### config.mk
export PLATFORM = sky130hd
export DESIGN_NAME = sdram_init_seq
export DESIGN_NICKNAME = d
export VERILOG_FILES = /design/src/rtl/sdram_init_pkg.sv /design/src/rtl/sdram_init_seq_delay_cnt.sv /design/src/rtl/sdram_init_seq.sv
export SDC_FILE = /design/constraint.sdc
export NUM_CORES = 1
export LEC_CHECK = 0
export BUFFER_PORTS_ARGS = -buffer_cell sky130_fd_sc_hd__buf_2
export CAP_MARGIN = 20
export CORE_ASPECT_RATIO = 1.1
export CORE_MARGIN = 1.5
export CORE_UTILIZATION = 59
export CTS_BUF_LIST = sky130_fd_sc_hd__clkbuf_8 sky130_fd_sc_hd__clkbuf_16
export CTS_CLUSTER_DIAMETER = 120
export DETAILED_ROUTE_END_ITERATION = 10
export GPL_TIMING_DRIVEN = 0
export PLACE_DENSITY = 0.91
export SLEW_MARGIN = 10
export SYNTH_ARGS = -nofsm -noshare
export SYNTH_HDL_FRONTEND = slang
export SYNTH_SLANG_ARGS = --single-unit
### constraint.sdc
create_clock -name sdram_clk -period 2.65 [get_ports sdram_clk]
set_input_delay 0 -clock sdram_clk [delete_from_list [all_inputs] [get_ports sdram_clk]]
set_output_delay 0 -clock sdram_clk [all_outputs]
set_load 0.02 [all_outputs]
### src/rtl/sdram_init_pkg.sv
// Shared encodings and helpers for the SDRAM init/refresh sequencer.
// Commands are {cs_n, ras_n, cas_n, we_n}.
package sdram_init_pkg;

  localparam logic [3:0] CMD_NOP = 4'b0111;
  localparam logic [3:0] CMD_PRE = 4'b0010;
  localparam logic [3:0] CMD_REF = 4'b0001;
  localparam logic [3:0] CMD_LMR = 4'b0000;

  localparam int unsigned PRE_A10 = 10;
  localparam logic [2:0]  PEND_MAX = 3'd7;

  typedef enum logic [3:0] {
    ST_PWRUP,
    ST_PRE,
    ST_WAIT_TRP,
    ST_REF,
    ST_WAIT_TRFC,
    ST_LMR,
    ST_WAIT_TMRD,
    ST_IDLE,
    ST_PREF,
    ST_PWAIT_TRFC
  } state_e;

  function automatic int unsigned max4(input int unsigned a, input int unsigned b,
                                       input int unsigned c, input int unsigned d);
    int unsigned m;
    m = a;
    if (b > m) m = b;
    if (c > m) m = c;
    if (d > m) m = d;
    return m;
  endfunction

endpackage

### src/rtl/sdram_init_seq_delay_cnt.sv
// Loadable down-counter used for command spacing; holds at zero.
module sdram_delay_cnt #(
  parameter int unsigned WIDTH = 8
) (
  input  logic             clk,
  input  logic             rst_n,
  input  logic             load,
  input  logic [WIDTH-1:0] load_val,
  output logic             one,
  output logic             zero
);

  logic [WIDTH-1:0] cnt;

  always_ff @(posedge clk or negedge rst_n) begin
    if (!rst_n) begin
      cnt <= '0;
    end else if (load) begin
      cnt <= load_val;
    end else if (cnt != '0) begin
      cnt <= cnt - 1'b1;
    end
  end

  assign one  = (cnt == WIDTH'(1));
  assign zero = (cnt == '0);

endmodule

### src/rtl/sdram_init_seq.sv
// SDRAM power-up init sequence and periodic auto-refresh scheduler.
// Command pins are registered from the next-state decode.
module sdram_init_seq
  import sdram_init_pkg::*;
#(
  parameter int unsigned           SDR_ADDR_W   = 13,
  parameter int unsigned           SDR_BA_W     = 2,
  parameter int unsigned           PWRUP_CYCLES = 10000,
  parameter int unsigned           TRP          = 3,
  parameter int unsigned           TRFC         = 7,
  parameter int unsigned           TMRD         = 2,
  parameter int unsigned           REF_COUNT    = 2,
  parameter int unsigned           REF_INTERVAL = 780,
  parameter logic [SDR_ADDR_W-1:0] MODE_REG     = SDR_ADDR_W'(13'h033)
) (
  input  logic                  sdram_clk,
  input  logic                  sdram_rst_n,
  input  logic                  ref_gnt,
  output logic                  sdram_cs_n,
  output logic                  sdram_ras_n,
  output logic                  sdram_cas_n,
  output logic                  sdram_we_n,
  output logic [SDR_ADDR_W-1:0] sdram_addr,
  output logic [SDR_BA_W-1:0]   sdram_ba,
  output logic                  init_done,
  output logic                  ref_req,
  output logic                  ref_done,
  output logic                  ref_overflow
);

  localparam int unsigned CNT_W  = $clog2(max4(PWRUP_CYCLES, TRFC, TRP, TMRD)) + 1;
  localparam int unsigned REFS_W = $clog2(REF_COUNT + 1);
  localparam int unsigned IVAL_W = $clog2(REF_INTERVAL + 1);
  localparam bit          PWRUP_SHORT = (PWRUP_CYCLES <= 1);

  localparam logic [CNT_W-1:0]  PWRUP_LD   = CNT_W'(PWRUP_SHORT ? 0 : PWRUP_CYCLES - 1);
  localparam logic [CNT_W-1:0]  TRP_LD     = CNT_W'(TRP);
  localparam logic [CNT_W-1:0]  TRFC_LD    = CNT_W'(TRFC);
  localparam logic [CNT_W-1:0]  TMRD_LD    = CNT_W'(TMRD);
  localparam logic [IVAL_W-1:0] IVAL_LAST  = IVAL_W'(REF_INTERVAL - 1);

  state_e                  state, state_nxt;
  logic                    load, cnt_one, cnt_zero, issue, tick;
  logic [CNT_W-1:0]        load_val;
  logic [REFS_W-1:0]       refs_left;
  logic [IVAL_W-1:0]       ival;
  logic [2:0]              pending;
  logic [3:0]              cmd_nxt;
  logic [SDR_ADDR_W-1:0]   addr_nxt;

  sdram_delay_cnt #(.WIDTH(CNT_W)) u_delay (
    .clk      (sdram_clk),
    .rst_n    (sdram_rst_n),
    .load     (load),
    .load_val (load_val),
    .one      (cnt_one),
    .zero     (cnt_zero)
  );

  assign ref_req = (pending != '0) && (state == ST_IDLE);
  assign tick    = init_done && (ival == IVAL_LAST);

  always_comb begin
    state_nxt = state;
    load      = 1'b0;
    load_val  = '0;
    issue     = 1'b0;
    unique case (state)
      // The counter is zero only on the first cycle out of reset; arm it there.
      ST_PWRUP: begin
        if (PWRUP_SHORT || cnt_one) begin
          state_nxt = ST_PRE;
          load      = 1'b1;
          load_val  = TRP_LD;
        end else if (cnt_zero) begin
          load     = 1'b1;
          load_val = PWRUP_LD;
        end
      end
      ST_PRE, ST_WAIT_TRP: begin
        if (cnt_one) begin
          state_nxt = ST_REF;
          load      = 1'b1;
          load_val  = TRFC_LD;
        end else begin
          state_nxt = ST_WAIT_TRP;
        end
      end
      ST_REF, ST_WAIT_TRFC: begin
        if (cnt_one) begin
          load = 1'b1;
          if (refs_left != '0) begin
            state_nxt = ST_REF;
            load_val  = TRFC_LD;
          end else begin
            state_nxt = ST_LMR;
            load_val  = TMRD_LD;
          end
        end else begin
          state_nxt = ST_WAIT_TRFC;
        end
      end
      ST_LMR, ST_WAIT_TMRD: state_nxt = cnt_one ? ST_IDLE : ST_WAIT_TMRD;
      ST_IDLE: begin
        if (ref_req && ref_gnt) begin
          issue     = 1'b1;
          state_nxt = ST_PREF;
          load      = 1'b1;
          load_val  = TRFC_LD;
        end
      end
      ST_PREF, ST_PWAIT_TRFC: state_nxt = cnt_one ? ST_IDLE : ST_PWAIT_TRFC;
      default: state_nxt = ST_PWRUP;
    endcase

    cmd_nxt  = CMD_NOP;
    addr_nxt = '0;
    unique case (state_nxt)
      ST_PRE: begin
        cmd_nxt           = CMD_PRE;
        addr_nxt[PRE_A10] = 1'b1;
      end
      ST_REF, ST_PREF: cmd_nxt = CMD_REF;
      ST_LMR: begin
        cmd_nxt  = CMD_LMR;
        addr_nxt = MODE_REG;
      end
      default: ;
    endcase
  end

  always_ff @(posedge sdram_clk or negedge sdram_rst_n) begin
    if (!sdram_rst_n) begin
      state      <= ST_PWRUP;
      {sdram_cs_n, sdram_ras_n, sdram_cas_n, sdram_we_n} <= CMD_NOP;
      sdram_addr <= '0;
      sdram_ba   <= '0;
      init_done  <= 1'b0;
      ref_done   <= 1'b0;
      refs_left  <= '0;
    end else begin
      state      <= state_nxt;
      {sdram_cs_n, sdram_ras_n, sdram_cas_n, sdram_we_n} <= cmd_nxt;
      sdram_addr <= addr_nxt;
      sdram_ba   <= '0;
      if (state_nxt == ST_IDLE) init_done <= 1'b1;
      ref_done   <= ((state == ST_PREF) || (state == ST_PWAIT_TRFC)) && (state_nxt == ST_IDLE);
      if (state == ST_PWRUP) begin
        refs_left <= REFS_W'(REF_COUNT);
      end else if (state_nxt == ST_REF) begin
        refs_left <= refs_left - 1'b1;
      end
    end
  end

  // Overflow flags any tick landing on a full count, even when a grant absorbs it.
  always_ff @(posedge sdram_clk or negedge sdram_rst_n) begin
    if (!sdram_rst_n) begin
      ival         <= '0;
      pending      <= '0;
      ref_overflow <= 1'b0;
    end else if (init_done) begin
      ival <= tick ? '0 : ival + 1'b1;
      if (tick && (pending == PEND_MAX)) ref_overflow <= 1'b1;
      if (tick && !issue) begin
        if (pending != PEND_MAX) pending <= pending + 1'b1;
      end else if (issue && !tick) begin
        pending <= pending - 1'b1;
      end
    end
  end

endmodule
# [Yosys cells after proc, flatten, opt, wreduce, memory -nomap -nowiden]
# Cells that the tools add are included.
[totals] ff_bits=52 latchBits=0 ram_bits=0 romBits=0 in_bits=3 wordCells=95 mem_count=0
[classes] addsub=5 n_mul=0 n_div=0 magnitude_cmp=0 eq_ne=19 shifts=0 n_mux=32 bitwise=0 n_reduce_logical=26
[ops] cell="case mux 14 bit (4 select lines)" count=1
[ops] cell="two-way mux 15 bit" count=2
[ops] cell="two-way mux 14 bit" count=2
[ops] cell="== test 4 x 3 -> 1 bit (second input constant)" count=6
[ops] cell="two-way mux 3 bit" count=8
[ops] cell="case mux 4 bit (6 select lines)" count=1
[ops] cell="two-way mux 4 bit" count=4
[ops] cell="== test 15 x 1 -> 1 bit (second input constant)" count=1
[ops] cell="zero test 15 bit" count=1
[ops] cell="nonzero test 15 bit" count=1
[ops] cell="subtractor 15 x 1 -> 15 bit (second input constant)" count=1
[ops] cell="== test 4 x 2 -> 1 bit (second input constant)" count=3
[ops] cell="== test 4 bit (second input constant)" count=3
[ops] cell="adder 10 x 1 -> 10 bit (second input constant)" count=1
[ops] cell="== test 10 bit (second input constant)" count=1
[ops] cell="two-way mux 10 bit" count=1
[ops] cell="OR reduction 2 bit" count=5
[ops] cell="case mux 3 bit (3 select lines)" count=1
[ops] cell="== test 4 x 1 -> 1 bit (second input constant)" count=2
[ops] cell="two-way mux 1 bit" count=8
[ops] cell="nonzero test 2 bit" count=4
[ops] cell="logical AND 1 bit" count=7
[ops] cell="two-way mux 6 bit" count=1
[ops] cell="zero test 4 bit" count=1
[ops] cell="14 further kinds" count=16

# [Logic depth before layout (Yosys ltp)]
[logic_depth] ltp_word=9 mapped_depth=9 mapped_depth_nobuf=8

# [Cells and area by module]
# A second synthesis with hierarchy kept.
[hier_totals] hier_cells=271 area_unflattened_um2=2542.4
[by_module_without_submodules] module="sdram_init_seq" n_inst=1 cells_per_inst=163 area_each_um2=1594.0 seq_area_each_um2=679.4
[by_module_without_submodules] module="sdram_delay_cnt" n_inst=1 cells_per_inst=108 area_each_um2=948.4 seq_area_each_um2=375.4

# [Least setup slack after synthesis]
# No wires, ideal clock.
[synth_path] path_kind="reg2reg" from="register init_done" to="register pending[2]" setup_ps=79 t_arrival_ps=2233 t_required_ps=2571 path_slack_ps=337 stages_incl_launch_ff=8 path_buffers=1 synth_period_minus_slack_ps=2313 path_cell_list="dfrtp_1 -> clkbuf_1 -> nand2_1 -> nor3_4 -> nand2_1 -> fa_1 -> o32ai_1 -> xor2_1"
[synth_via] elab_chain_len=5 word_cells_on_any_way=8
[synth_lines] element="start, declared" line_no="sdram_init_seq.sv:25" source="output logic init_done,"
[synth_lines] element="start signal, assigned" line_no="sdram_init_seq.sv:138" source="init_done <= 1'b0;"
[synth_lines] element="start signal, assigned" line_no="sdram_init_seq.sv:146" source="if (state_nxt == ST_IDLE) init_done <= 1'b1;"
[synth_lines] element="logical AND 1 bit" line_no="sdram_init_seq.sv:61" source="assign tick = init_done && (ival == IVAL_LAST);"
[synth_lines] element="zero test 1 bit" line_no="sdram_init_seq.sv:167" source="end else if (issue && !tick) begin"
[synth_lines] element="logical AND 1 bit" line_no="sdram_init_seq.sv:167"
[synth_lines] element="nonzero test 2 bit (no source line)"
[synth_lines] element="AND reduction 3 bit (no source line)"
[synth_lines] element="end signal, assigned" line_no="sdram_init_seq.sv:166" source="if (pending != PEND_MAX) pending <= pending + 1'b1;"
[synth_lines] element="end signal, assigned" line_no="sdram_init_seq.sv:168" source="pending <= pending - 1'b1;"
[synth_lines] element="end, declared" line_no="sdram_init_seq.sv:47" source="logic [2:0] pending;"
# Parallel ways exist; a longest one is shown, timed or not.
# A chain may end at the register's enable or synchronous reset.

# [Worst setup path in the final report]
[layout_path] from="register ival[2]" to="register pending[2]"
[layout_via] elab_chain_len=6 word_cells_on_any_way=9
[layout_lines] element="start, declared" line_no="sdram_init_seq.sv:46" source="logic [IVAL_W-1:0] ival;"
[layout_lines] element="start signal, assigned" line_no="sdram_init_seq.sv:163" source="ival <= tick ? '0 : ival + 1'b1;"
[layout_lines] element="== test 10 bit (*)" line_no="sdram_init_seq.sv:61"
[layout_lines] element="logical AND 1 bit (*)" line_no="sdram_init_seq.sv:61"
[layout_lines] element="zero test 1 bit" line_no="sdram_init_seq.sv:167"
[layout_lines] element="logical AND 1 bit" line_no="sdram_init_seq.sv:167"
[layout_lines] element="nonzero test 2 bit (no source line)"
[layout_lines] element="AND reduction 3 bit (no source line)"
# Every way passes the cells marked *; elsewhere a longest branch is shown, timed or not.

==> flow_summary.ini <==
[status]
run_status = finished clean

[sta]
final.period_utilization_pct = 97.03
hold_viol = 0
slew_headroom_pct = 37.94
fin_skew_ns = 0.009517
fmax_mhz = 388.9
worst_slew_pin_slew_ns = 0.9309
drv_slew = 0
period_needed_ns = 2.571
final.setup.worst_slack_ns = 0.07878
setup_viol = 0

[die]
dieHeight_um = 70.93
core_area_mm2 = 0.003994
fp-row-count = 24
die_w_um = 64.75
num_io_pins = 26
dieArea_mm2 = 0.004592
start_util_pct = 61.97

[pwr]
peakVddDrop_uv = 224.9
p_per_area_mw_per_mm2 = 393.5
p_leak_nw = 1.255

[yosys]
synthFlopType = dfrtp_1
postSynthAreaPerCell_um2 = 9.860
synth.mux.area_fraction_pct = 0.4550
ys_ff_latch = 42
ys_warn_count = 0
synth_adder_area_share_pct = 3.337
synth_top_area_cell = dfrtp_1
synth_top_family_by_area = simple AND/OR/NAND/NOR gates
synth_xor_area_share_pct = 7.786
asyncSetResetFlopFracSynth_pct = 100.0
syn_area_mm2 = 0.002475
synthSimpleGateAreaFrac_pct = 26.14
seq_area_frac_synth_pct = 42.62
synthCells = 251
synth_top_area_share_pct = 39.43
synthTopCellsByArea = dfrtp_1 (39%), buf_4 (4.6%), nor2_1 (4.4%)
yosys.cell_types.count = 63
synth_edf_count = 0
synth_compound_area_share_pct = 11.83

[setup_path]
critPathSlowestCell = or4_1
start_kind = flip-flop
critPathTopFamily = simple AND/OR/NAND/NOR gates
cp_cell_sequence = or4_1, nor3_4, nand2_1, fa_1, o32ai_2, xor2_1
cp_max_fo = 8
rrSetupSlack_ns = 0.08
critPathMaxStageDelay_ns = 0.60
critPathRequiredTime_ns = 2.88
cp-end-kind = flip-flop
arrival_ns = 2.80
cp_num_buf_inv = 0
crit_type = flip-flop to flip-flop

[worst_hold_path]
hold_path.class = input port to flip-flop

[detailed_routing]
viasPerCell = 5.897
drc = 0
postRouteWirelength_mm = 5.309
wire_per_inst_um = 15.66
vias = 1999
drt_iter0_drc = 211
first_pass_iters = 4
drtAntennaViolNets = 0

[cts]
cts_tree = done
cts_buffers = 5
worstSkewPairLatency_ns = 0.30
htree_levels = 2
clock_sinks = 42
root_buffer = clkbuf_8
cts_buffer_depth = 2
clk_pin_slew_ns = 0.08

[layout]
drive_gt1_share_pct = 24.74
final_cells = 339
antenna_cells = 0
fin_nets = 295
syn2layout_area_growth_pct = 12.08
fill_cells = 299
fin_area_mm2 = 0.002774

[grt]
grt_overflow = 0
grt_pass1_vias = 1950
grt_pass1_wl_mm = 8.776
antenna_found_initial = 0
gr-usage-all-layers_pct = 24.79
grt_max_degree = 43

[placement]
pre_cts_ws_ns = 0.1100
gp_congestion = 0.8490
dp.final_hpwl_mm = 3.822
placed_area_mm2 = 0.002648
io_buffers = 14
place_inst = 327

[job]
drv_cap = 0
power by group:
part           switching (W)  internal [W]  leakage, nW
clock               0.000227      0.000182       0.0493
combinational      0.0000290     0.0000129        0.700
sequential                 0      0.000641        0.506
metal layers:
layer | routed length [um] | vias up | global-route usage (%)
met1 | 2169 | 974 | 28.90
li1 | - | 939 | -
met4 | 105 | 0 | 11.58
met2 | 2806 | 76 | 43.30
met3 | 227 | 10 | 5.246
met5 | 0 | - | 0
worst reg2reg max path: stages, from the launching register on:
cell and delay (ns):
dfrtp_1 0.45, or4_1 0.60, nor3_4 0.37, nand2_1 0.19
fa_1 0.43, o32ai_2 0.30, xor2_1 0.16
synthesized netlist by cell type (3+ instances only):
library cell	instances
a211oi_2	3
a21oi_1	6
buf_4	15
dfrtp_1	39
dfstp_2	3
ha_1	5
inv_1	9
nand2_1	19
nand3_1	16
nand4_1	7
nand4b_1	3
nor2_1	29
nor3_1	10
o21ai_0	6
or2_2	4
xnor2_1	12
xor2_1	10
metrics by stage:
stage	util, %	power, W	hold WS, ns	TNS (ns)
final	69.45	0.001092	0.2188	0
after global routing	69.45	0.001131	0.2182	-0.03136
after CTS	68.70	0.001096	0.1982	0
after detailed placement	66.29	0.0006941	0.1838	0
after global placement	66.29	0.0006937	0.1748	0
after floorplan	-	0.0006793	-0.2956	0
repair_timing:
item	CTS	global route
endpoints found under the setup margin	0	1
setup buffers	0	3
hold endpoints to repair	39	0
gates resized for setup	0	1
hold buffers	1	0
cell usage in the layout (no fill, tap or decap), types with 10 or more instances in the layout:
cell	instances
dfrtp_1	39
buf_4	18
nand3_1	16
nor3_1	10
conb_1	11
buf_2	14
nand2_1	19
xor2_1	10
inv_1	10
nor2_1	29
xnor2_1	12
final cells by class:
cell class,count,area (um2),share of cell area (%)
multi-input combinational,190,1275,45.96
tap,52,65.06,2.346
timing repair buffer,18,102.6,3.699
clock inverter,3,17.52,0.6315
inverter,9,33.78,1.218
buffer,20,156.4,5.638
sequential,42,1055,38.02
clock buffer,5,68.82,2.481
flip-flops by register name, summed over array words and instances (netlist names):
register	count
init_done	1
ival	10
pending	3
ref_done	1
ref_overflow	1
refs_left	2
sdram_addr	2
sdram_cas_n	1
sdram_ras_n	1
sdram_we_n	1
state	4
u_delay.cnt	15
cell families (layout without fill, tap and decap cells):
kind of cell	Yosys count	after routing
simple gates	114	114
flops	42	42
compound gates	36	36
buf+inv	29	55
xor+xnor	22	22
fa+ha+maj	6	6
other cells	1	11
mux	1	1
final timing paths:
path / from / endpoint / cells past startpoint
setup / recovery: ival[2] / pending[2] / 6
hold / removal: ref_gnt / state[1] / 3
setup reg to reg: ival[2] / pending[2] / 6
hold reg to reg: ref_overflow / ref_overflow / 1
max in group asynchronous: sdram_rst_n / u_delay.cnt[5] / 2
min in group asynchronous: sdram_rst_n / ival[9] / 2
No activity file was read; power rests on OpenSTA's default activity.
